$ cat src/rtl/bus_arbiter_if.sv
// Shared bus arbitration signals: per-device requests in, one-hot grant and owner ID out.
// The master side is the arbiter; the slave side is the population of requesters.
interface bus_arbiter_if #(
    parameter int NUM_DEVICES = 8,
    parameter int ID_WIDTH    = 3
);
    logic [NUM_DEVICES-1:0] req;
    logic [NUM_DEVICES-1:0] ack;
    logic [ID_WIDTH-1:0]    owner;
    logic                   owner_valid;
    logic                   timeout;

    modport master (
        input  req,
        output ack,
        output owner,
        output owner_valid,
        output timeout
    );

    modport slave (
        output req,
        input  ack,
        input  owner,
        input  owner_valid,
        input  timeout
    );
endinterface

$ cat src/rtl/bus_arbiter.sv
// Round-robin, non-preemptive bus arbiter with a hold-time limit and a one-cycle
// turnaround state, giving at least two ack-low cycles between consecutive grants.
module bus_arbiter #(
    parameter int NUM_DEVICES = 8,
    parameter int ID_WIDTH    = 3,
    parameter int MAX_HOLD    = 256
) (
    input  logic            clk,
    input  logic            reset_L,
    bus_arbiter_if.master   bus
);

    localparam int NUM_IDS = 2 ** ID_WIDTH;
    localparam int CNT_W   = $clog2(MAX_HOLD) + 1;
    localparam logic [CNT_W-1:0] HOLD_LAST = CNT_W'(MAX_HOLD - 1);
    localparam logic [ID_WIDTH-1:0] LAST_DEV = ID_WIDTH'(NUM_DEVICES - 1);

    typedef enum logic [1:0] {
        IDLE  = 2'd0,
        GRANT = 2'd1,
        TURN  = 2'd2
    } state_e;

    state_e                 state_q, state_d;
    logic [NUM_DEVICES-1:0] ack_q, ack_d;
    logic [ID_WIDTH-1:0]    owner_q, owner_d;
    logic [ID_WIDTH-1:0]    last_owner_q, last_owner_d;
    logic [CNT_W-1:0]       hold_cnt_q, hold_cnt_d;
    logic                   timeout_q, timeout_d;

    logic [NUM_IDS-1:0]     req_ext;
    logic [ID_WIDTH-1:0]    winner;

    // Padding to the full ID space lets req be indexed by owner without a range check.
    assign req_ext = NUM_IDS'(bus.req);

    function automatic logic [ID_WIDTH-1:0] rr_idx(input logic [ID_WIDTH-1:0] base,
                                                   input int step);
        return ID_WIDTH'((int'(base) + step) % NUM_DEVICES);
    endfunction

    // Scan from farthest to nearest so the nearest requester above last_owner wins.
    always_comb begin
        winner = last_owner_q;
        for (int i = NUM_DEVICES; i >= 1; i--) begin
            if (req_ext[rr_idx(last_owner_q, i)]) begin
                winner = rr_idx(last_owner_q, i);
            end
        end
    end

    always_comb begin
        // NOTE: every signal driven here gets a default first, so no path can infer a latch.
        state_d      = state_q;
        ack_d        = ack_q;
        owner_d      = owner_q;
        last_owner_d = last_owner_q;
        hold_cnt_d   = hold_cnt_q;
        timeout_d    = 1'b0;

        case (state_q)
            IDLE: begin
                if (|bus.req) begin
                    ack_d        = NUM_DEVICES'(1) << winner;
                    owner_d      = winner;
                    last_owner_d = winner;
                    hold_cnt_d   = '0;
                    state_d      = GRANT;
                end else begin
                    ack_d = '0;
                end
            end

            GRANT: begin
                if (!req_ext[owner_q]) begin
                    ack_d   = '0;
                    state_d = TURN;
                end else if (MAX_HOLD != 0 && hold_cnt_q == HOLD_LAST) begin
                    ack_d     = '0;
                    timeout_d = 1'b1;
                    state_d   = TURN;
                end else if (hold_cnt_q != '1) begin
                    hold_cnt_d = hold_cnt_q + 1'b1;
                end
            end

            TURN: begin
                ack_d   = '0;
                state_d = IDLE;
            end

            default: begin
                ack_d   = '0;
                state_d = IDLE;
            end
        endcase
    end

    // NOTE: state registers use non-blocking assignments so every flop samples pre-edge values.
    always_ff @(posedge clk or negedge reset_L) begin
        if (!reset_L) begin
            state_q      <= IDLE;
            ack_q        <= '0;
            owner_q      <= '0;
            last_owner_q <= LAST_DEV;
            hold_cnt_q   <= '0;
            timeout_q    <= 1'b0;
        end else begin
            state_q      <= state_d;
            ack_q        <= ack_d;
            owner_q      <= owner_d;
            last_owner_q <= last_owner_d;
            hold_cnt_q   <= hold_cnt_d;
            timeout_q    <= timeout_d;
        end
    end

    assign bus.ack         = ack_q;
    assign bus.owner       = owner_q;
    assign bus.owner_valid = |ack_q;
    assign bus.timeout     = timeout_q;

endmodule

$ cat src/flat_wrapper.sv
// flat-port wrapper written by rule: the top's interface ports become plain ports
module bus_arbiter_flat 
#(
    parameter int NUM_DEVICES = 8,
    parameter int ID_WIDTH    = 3,
    parameter int MAX_HOLD    = 256
)
  (clk, reset_L, bus_req, bus_ack, bus_owner, bus_owner_valid, bus_timeout);
  bus_arbiter_if #(.NUM_DEVICES(NUM_DEVICES), .ID_WIDTH(ID_WIDTH)) bus_i ();
  input  logic clk;
  input  logic reset_L;
  input wire logic [$bits(bus_i.req)-1:0] bus_req;
  output wire logic [$bits(bus_i.ack)-1:0] bus_ack;
  output wire logic [$bits(bus_i.owner)-1:0] bus_owner;
  output wire logic [$bits(bus_i.owner_valid)-1:0] bus_owner_valid;
  output wire logic [$bits(bus_i.timeout)-1:0] bus_timeout;
  assign bus_i.req = bus_req;
  assign bus_ack = bus_i.ack;
  assign bus_owner = bus_i.owner;
  assign bus_owner_valid = bus_i.owner_valid;
  assign bus_timeout = bus_i.timeout;
  bus_arbiter #(.NUM_DEVICES(NUM_DEVICES), .ID_WIDTH(ID_WIDTH), .MAX_HOLD(MAX_HOLD)) u_core (.clk(clk), .reset_L(reset_L), .bus(bus_i));
endmodule
$ cat config.mk
export PLATFORM = sky130hd
export DESIGN_NAME = bus_arbiter_flat
export DESIGN_NICKNAME = d
export VERILOG_FILES = /design/src/rtl/bus_arbiter_if.sv /design/src/rtl/bus_arbiter.sv /design/src/flat_wrapper.sv
export SDC_FILE = /design/constraint.sdc
export NUM_CORES = 1
export LEC_CHECK = 0
export BUFFER_PORTS_ARGS = -buffer_cell sky130_fd_sc_hd__buf_2
export CAP_MARGIN = 20
export CORE_ASPECT_RATIO = 0.9
export CORE_MARGIN = 3
export CORE_UTILIZATION = 35
export CTS_CLUSTER_DIAMETER = 100
export CTS_CLUSTER_SIZE = 25
export DETAILED_ROUTE_END_ITERATION = 7
export HOLD_SLACK_MARGIN = 0.06
export MAX_ROUTING_LAYER = met4
export PLACE_DENSITY_LB_ADDON = 0.05
export SLEW_MARGIN = 20
export SYNTH_ARGS = -nofsm -noshare
export SYNTH_HDL_FRONTEND = slang
export SYNTH_SLANG_ARGS = --single-unit
$ cat constraint.sdc
create_clock -name clk -period 6.5 [get_ports clk]
set_input_delay 0.325 -clock clk [delete_from_list [all_inputs] [get_ports clk]]
set_output_delay 0.325 -clock clk [all_outputs]
set_load 0.05 [all_outputs]
* Word level (Yosys, flattened, before mapping) *
Cells that the tools add are included.
W data, S select, Z words.

operators by class
  shift-type cells = 1
  order comparisons = 9
  mux-type cells = 42
  add/sub/neg operators = 9
  reductions and logical operators = 7
  equal/unequal tests = 8

operators with widths
  operator               count
  $lt A3 B4 Y1 const B   9
  $mux W9                4
  $bmux W1 S3            9
  $mux W3                8
  $mux W8                3
  $pmux W9 S2            1
  $pmux W8 S2            1
  $reduce_or A8 Y1       2
  $add A3 B3 Y3 const B  4
  $mux W1                12
  $add A9 B1 Y9 const B  1
  $eq A9 B8 Y1 const B   1
  $ne A9 B9 Y1 const B   1
  $shl A1 B3 Y8 const A  1
  $add A3 B1 Y3 const B  2
  $add A3 B2 Y3 const B  2
  $mux W2                3
  $ne A2 B1 Y1 const B   3
  $reduce_and A5 Y1      1
  $pmux W2 S2            1
  $reduce_and A2 Y1      2
  $ne A3 B3 Y1 const B   1
  $eq A2 B1 Y1 const B   1
  $logic_not A2 Y1       1
  2 further kinds        2

word-level totals
  logic and storage cells = 82
  output and inout port bits = 13
  flip-flop bits (word level) = 26
  input bits = 10

* Logic depth before layout (Yosys ltp) *
  word-level depth = 14
  mapped depth = 11
  mapped depth without buffers = 8

* Worst setup path before layout *
OpenSTA, ideal clock, no wires.

  path type = register -> register
  start point = register u_core.last_owner_q[0]
  end point = register u_core.ack_q[0], in the netlist u_core.bus.ack[0]
  data required time = 6404 ps
  data arrival time = 3151 ps
  period minus slack after synthesis = 3247 ps
  path buffers = 3
  library setup time = 96 ps
  cell stages (with the launch flop) = 12
  path slack = 3253 ps
  path through = dfstp_2 buf_6 clkbuf_1 inv_1 ha_1 buf_4 mux4_2 mux2_4 or2_0 o41a_1 and3_4 o31ai_1

between the ends
  cells in the longest elaborated chain, start to end = 14
  elaborated cells on any way between the ends = 35
  those cells by class = 8 x add/sub; 1 x shift; 26 x mux

RTL lines
  item                           RTL line            source
  from (decl)                    bus_arbiter.sv:27   logic [ID_WIDTH-1:0] last_owner_q, last_owner_d;
  from (signal assigned)         bus_arbiter.sv:112  last_owner_q <= last_owner_d;
  $add A3 B1 Y3                  bus_arbiter.sv:39   return ID_WIDTH'((int'(base) + step) % NUM_DEVICES);
  $bmux W1 S3                    bus_arbiter.sv:46   if (req_ext[rr_idx(last_owner_q, i)]) begin
  $mux W1 (not written as such)  bus_arbiter.sv:46
  $mux W3 (7 in a row)           bus_arbiter.sv:46
  $mux W3 *                      bus_arbiter.sv:46
  $shl A1 B3 Y8 *                bus_arbiter.sv:64   ack_d = NUM_DEVICES'(1) << winner;
  $mux W8 *                      bus_arbiter.sv:63   if (|bus.req) begin
  $pmux W8 S2 *                  bus_arbiter.sv:61   case (state_q)
  to (signal assigned)           bus_arbiter.sv:110  ack_q <= ack_d;
  to (decl)                      bus_arbiter.sv:25   logic [NUM_DEVICES-1:0] ack_q, ack_d;

Mark *: on every way between the ends. The rest lies on a longest branch, timed or not. The select of a mux whose other input is x is not followed.
A chain may end at the register's enable or synchronous reset.

* Worst setup path in the final report *
  start point = register u_core.last_owner_q[1]
  end point = register u_core.ack_q[4], in the netlist u_core.bus.ack[4]

Same word-level chain as after synthesis.

==> flow_summary.ini <==
[outcome]
status = completed

[worst_setup_path]
worstReg2RegStart = u_core.last_owner_q[1]$_DFFE_PN1P_
cp_max_fo = 12
worstSetupEndpointType = register
critPathLaunchType = register
required_ns = 6.69
reg2reg_slack_ns = 2.88
arrival_ns = 3.81
cp-startpoint = u_core.last_owner_q[1]$_DFFE_PN1P_
crit_type = reg2reg

[finish]
final_nets = 235
drive_above_1_share = 0.215
syn2layout_area_growth_pct = 12.2
diodes = 0

[global_routing]
grt_pass1_wl_um = 8580
grt_pass1_vias = 1704
grt_max_degree = 27
track_usage = 0.163
antenna_found_initial = 0
grt_overflow_total = 0

[placement]
io_buffers = 22
place.gp.congestion = 0.852
detailed_place_hpwl_um = 3850

[synth]
synth_top_flop_cell = dfrtp_1
post-synth-top-count-cell = dfrtp_1
synthTopCellsByArea = dfrtp_1 29%, mux4_2 7.9%, mux2i_1 5.0%
synth_commonest_cells = 23 x dfrtp_1, 21 x nand2_1, 17 x nor2_1
yosys_warnings = 0
synthCells = 200
synth_cell_types = 55
synth_top_area_frac = 0.289
synth_area_per_cell_um2 = 9.96
yosysTopAreaCell = dfrtp_1
synth-seq-cells = 26
seq_area_frac_synth = 0.329
syn_nets = 215
synth-async-reset-ratio = 1.00
synth_edf_count = 0
syn_area_um2 = 1990

[clock_tree]
cts_tree = yes
cts-root-buf = clkbuf_8
ctsResizeCount = 0
clock_path_buffers = 2
clkLatencyLatePin_ns = 0.27
cts_hold_buf = 1
clkSinkCount = 26
cts_setup_buffers = 0
clk_pin_slew_ns = 0.09
cts_made_buffers = 3
htree_levels = 1

[floorplanning]
initial_core_util = 0.370
rows = 25
die_w_um = 85.5
ios = 23
fp.coreArea_um2 = 5380
dieHeight_um = 77.6
dieArea_um2 = 6630

[sta]
final-max-slew-violation-count = 0
hold_viol_final = 0
period_needed_ns = 3.62
final.setup.tns_ns = 0
finalCritPeriodShare = 0.557
rsz0062_at_grt = no
fmaxAchievable_mhz = 276
finClkSkew_ns = 0.00746
slew_headroom = 0.393
setup_violations = 0
worst_pin_slew_ns = 0.903

[route]
drt_pre_antenna_iters = 4
drc = 0
wl_per_cell_um = 18.1
route.antenna.remaining_nets = 0
routed_via_density = 6.03
drt-total-wl_um = 5190
num_vias = 1724
first_iter_violations = 168

[hold_path]
min_from = u_core.bus.ack[7]$_DFFE_PN0P_
hold_class = reg2reg

[run]
drv_cap = 0
layout by cell type, fill, tap and decap left out, drive strengths merged, types with 4 or more instances in the layout:
cell     n
a211oi   4
a21oi    5
o21ai    6
xor2     7
ha       5
nor4     6
and3     5
inv      8
nor2    17
buf     23
dfrtp   23
mux2i   10
nand2   21
mux4    10
mux2     5
o31ai   10
state kept, by name (all words and copies together), names as in the netlist:
name	flops
u_core.bus.ack	8
u_core.bus.owner	3
u_core.bus.timeout	1
u_core.hold_cnt_q	9
u_core.last_owner_q	3
u_core.state_q	2
per-stage QoR:
stage          setup WS (ns)  instance area (um2)  std cells   util  hold WS, ns
5_1_grt                 2.70                 2230        286  0.415        0.549
3_5_place_dp            2.93                 2150        281  0.400        0.358
6_report                2.88                 2230        286  0.415        0.518
2_1_floorplan           3.25                 1990        200      -       0.0294
3_3_place_gp            3.03                 2150        281  0.400        0.349
4_1_cts                 2.90                 2230        286  0.415        0.523
cell families after synthesis:
| kind of cell | count (synthesis) | share of synthesized area |
|---|---|---|
| XOR/XNOR | 9 | 0.0396 |
| buffers and inverters | 17 | 0.0377 |
| adder cells (fa/ha/maj) | 5 | 0.0314 |
| flip-flops | 26 | 0.329 |
| AO/OA/AOI/OAI | 52 | 0.195 |
| multiplexers | 25 | 0.201 |
| AND/OR/NAND/NOR | 66 | 0.167 |
routing by layer:
metal | global-route usage | up-vias | share of wire
met3 | 0.0340 | 2 | 0.054
met1 | 0.209 | 872 | 0.46
met2 | 0.274 | 43 | 0.49
li1 | - | 807 | -
met4 | 0.0190 | 0 | 0.0012
met5 | - | - | 0
critical path: stages, from the launching register on:
cell and delay (ns):
dfstp_2 0.67, inv_1 0.22, ha_1 0.67, mux4_2 0.64, mux2_4 0.32, or2_0 0.22, o41a_1 0.34, and3_4 0.21
o31ai_1 0.23
area by class of cell:
cell class / count / area [um2]
fillers: 534 / 3150
multi-input cells: 157 / 1270
flip-flops and latches: 26 / 654
repair buffers: 24 / 128
well taps: 67 / 83.8
clock buffers: 3 / 41.3
clock inverters: 1 / 30.0
inverters: 8 / 30.0
path summary, 6_finish.rpt:
check,depth (start not counted),end
max,8,u_core.bus.ack[4]$_DFFE_PN0P_
min reg2reg,2,u_core.bus.ack[7]$_DFFE_PN0P_
max in group asynchronous,2,u_core.hold_cnt_q[3]$_DFFE_PN0P_
min,2,u_core.bus.ack[7]$_DFFE_PN0P_
min in group asynchronous,2,u_core.bus.ack[3]$_DFFE_PN0P_
max reg2reg,8,u_core.bus.ack[4]$_DFFE_PN0P_
Power is left out: the tool's default activity adds up to more than one toggle a clock period on the data nets, which glitch-free logic cannot reach.
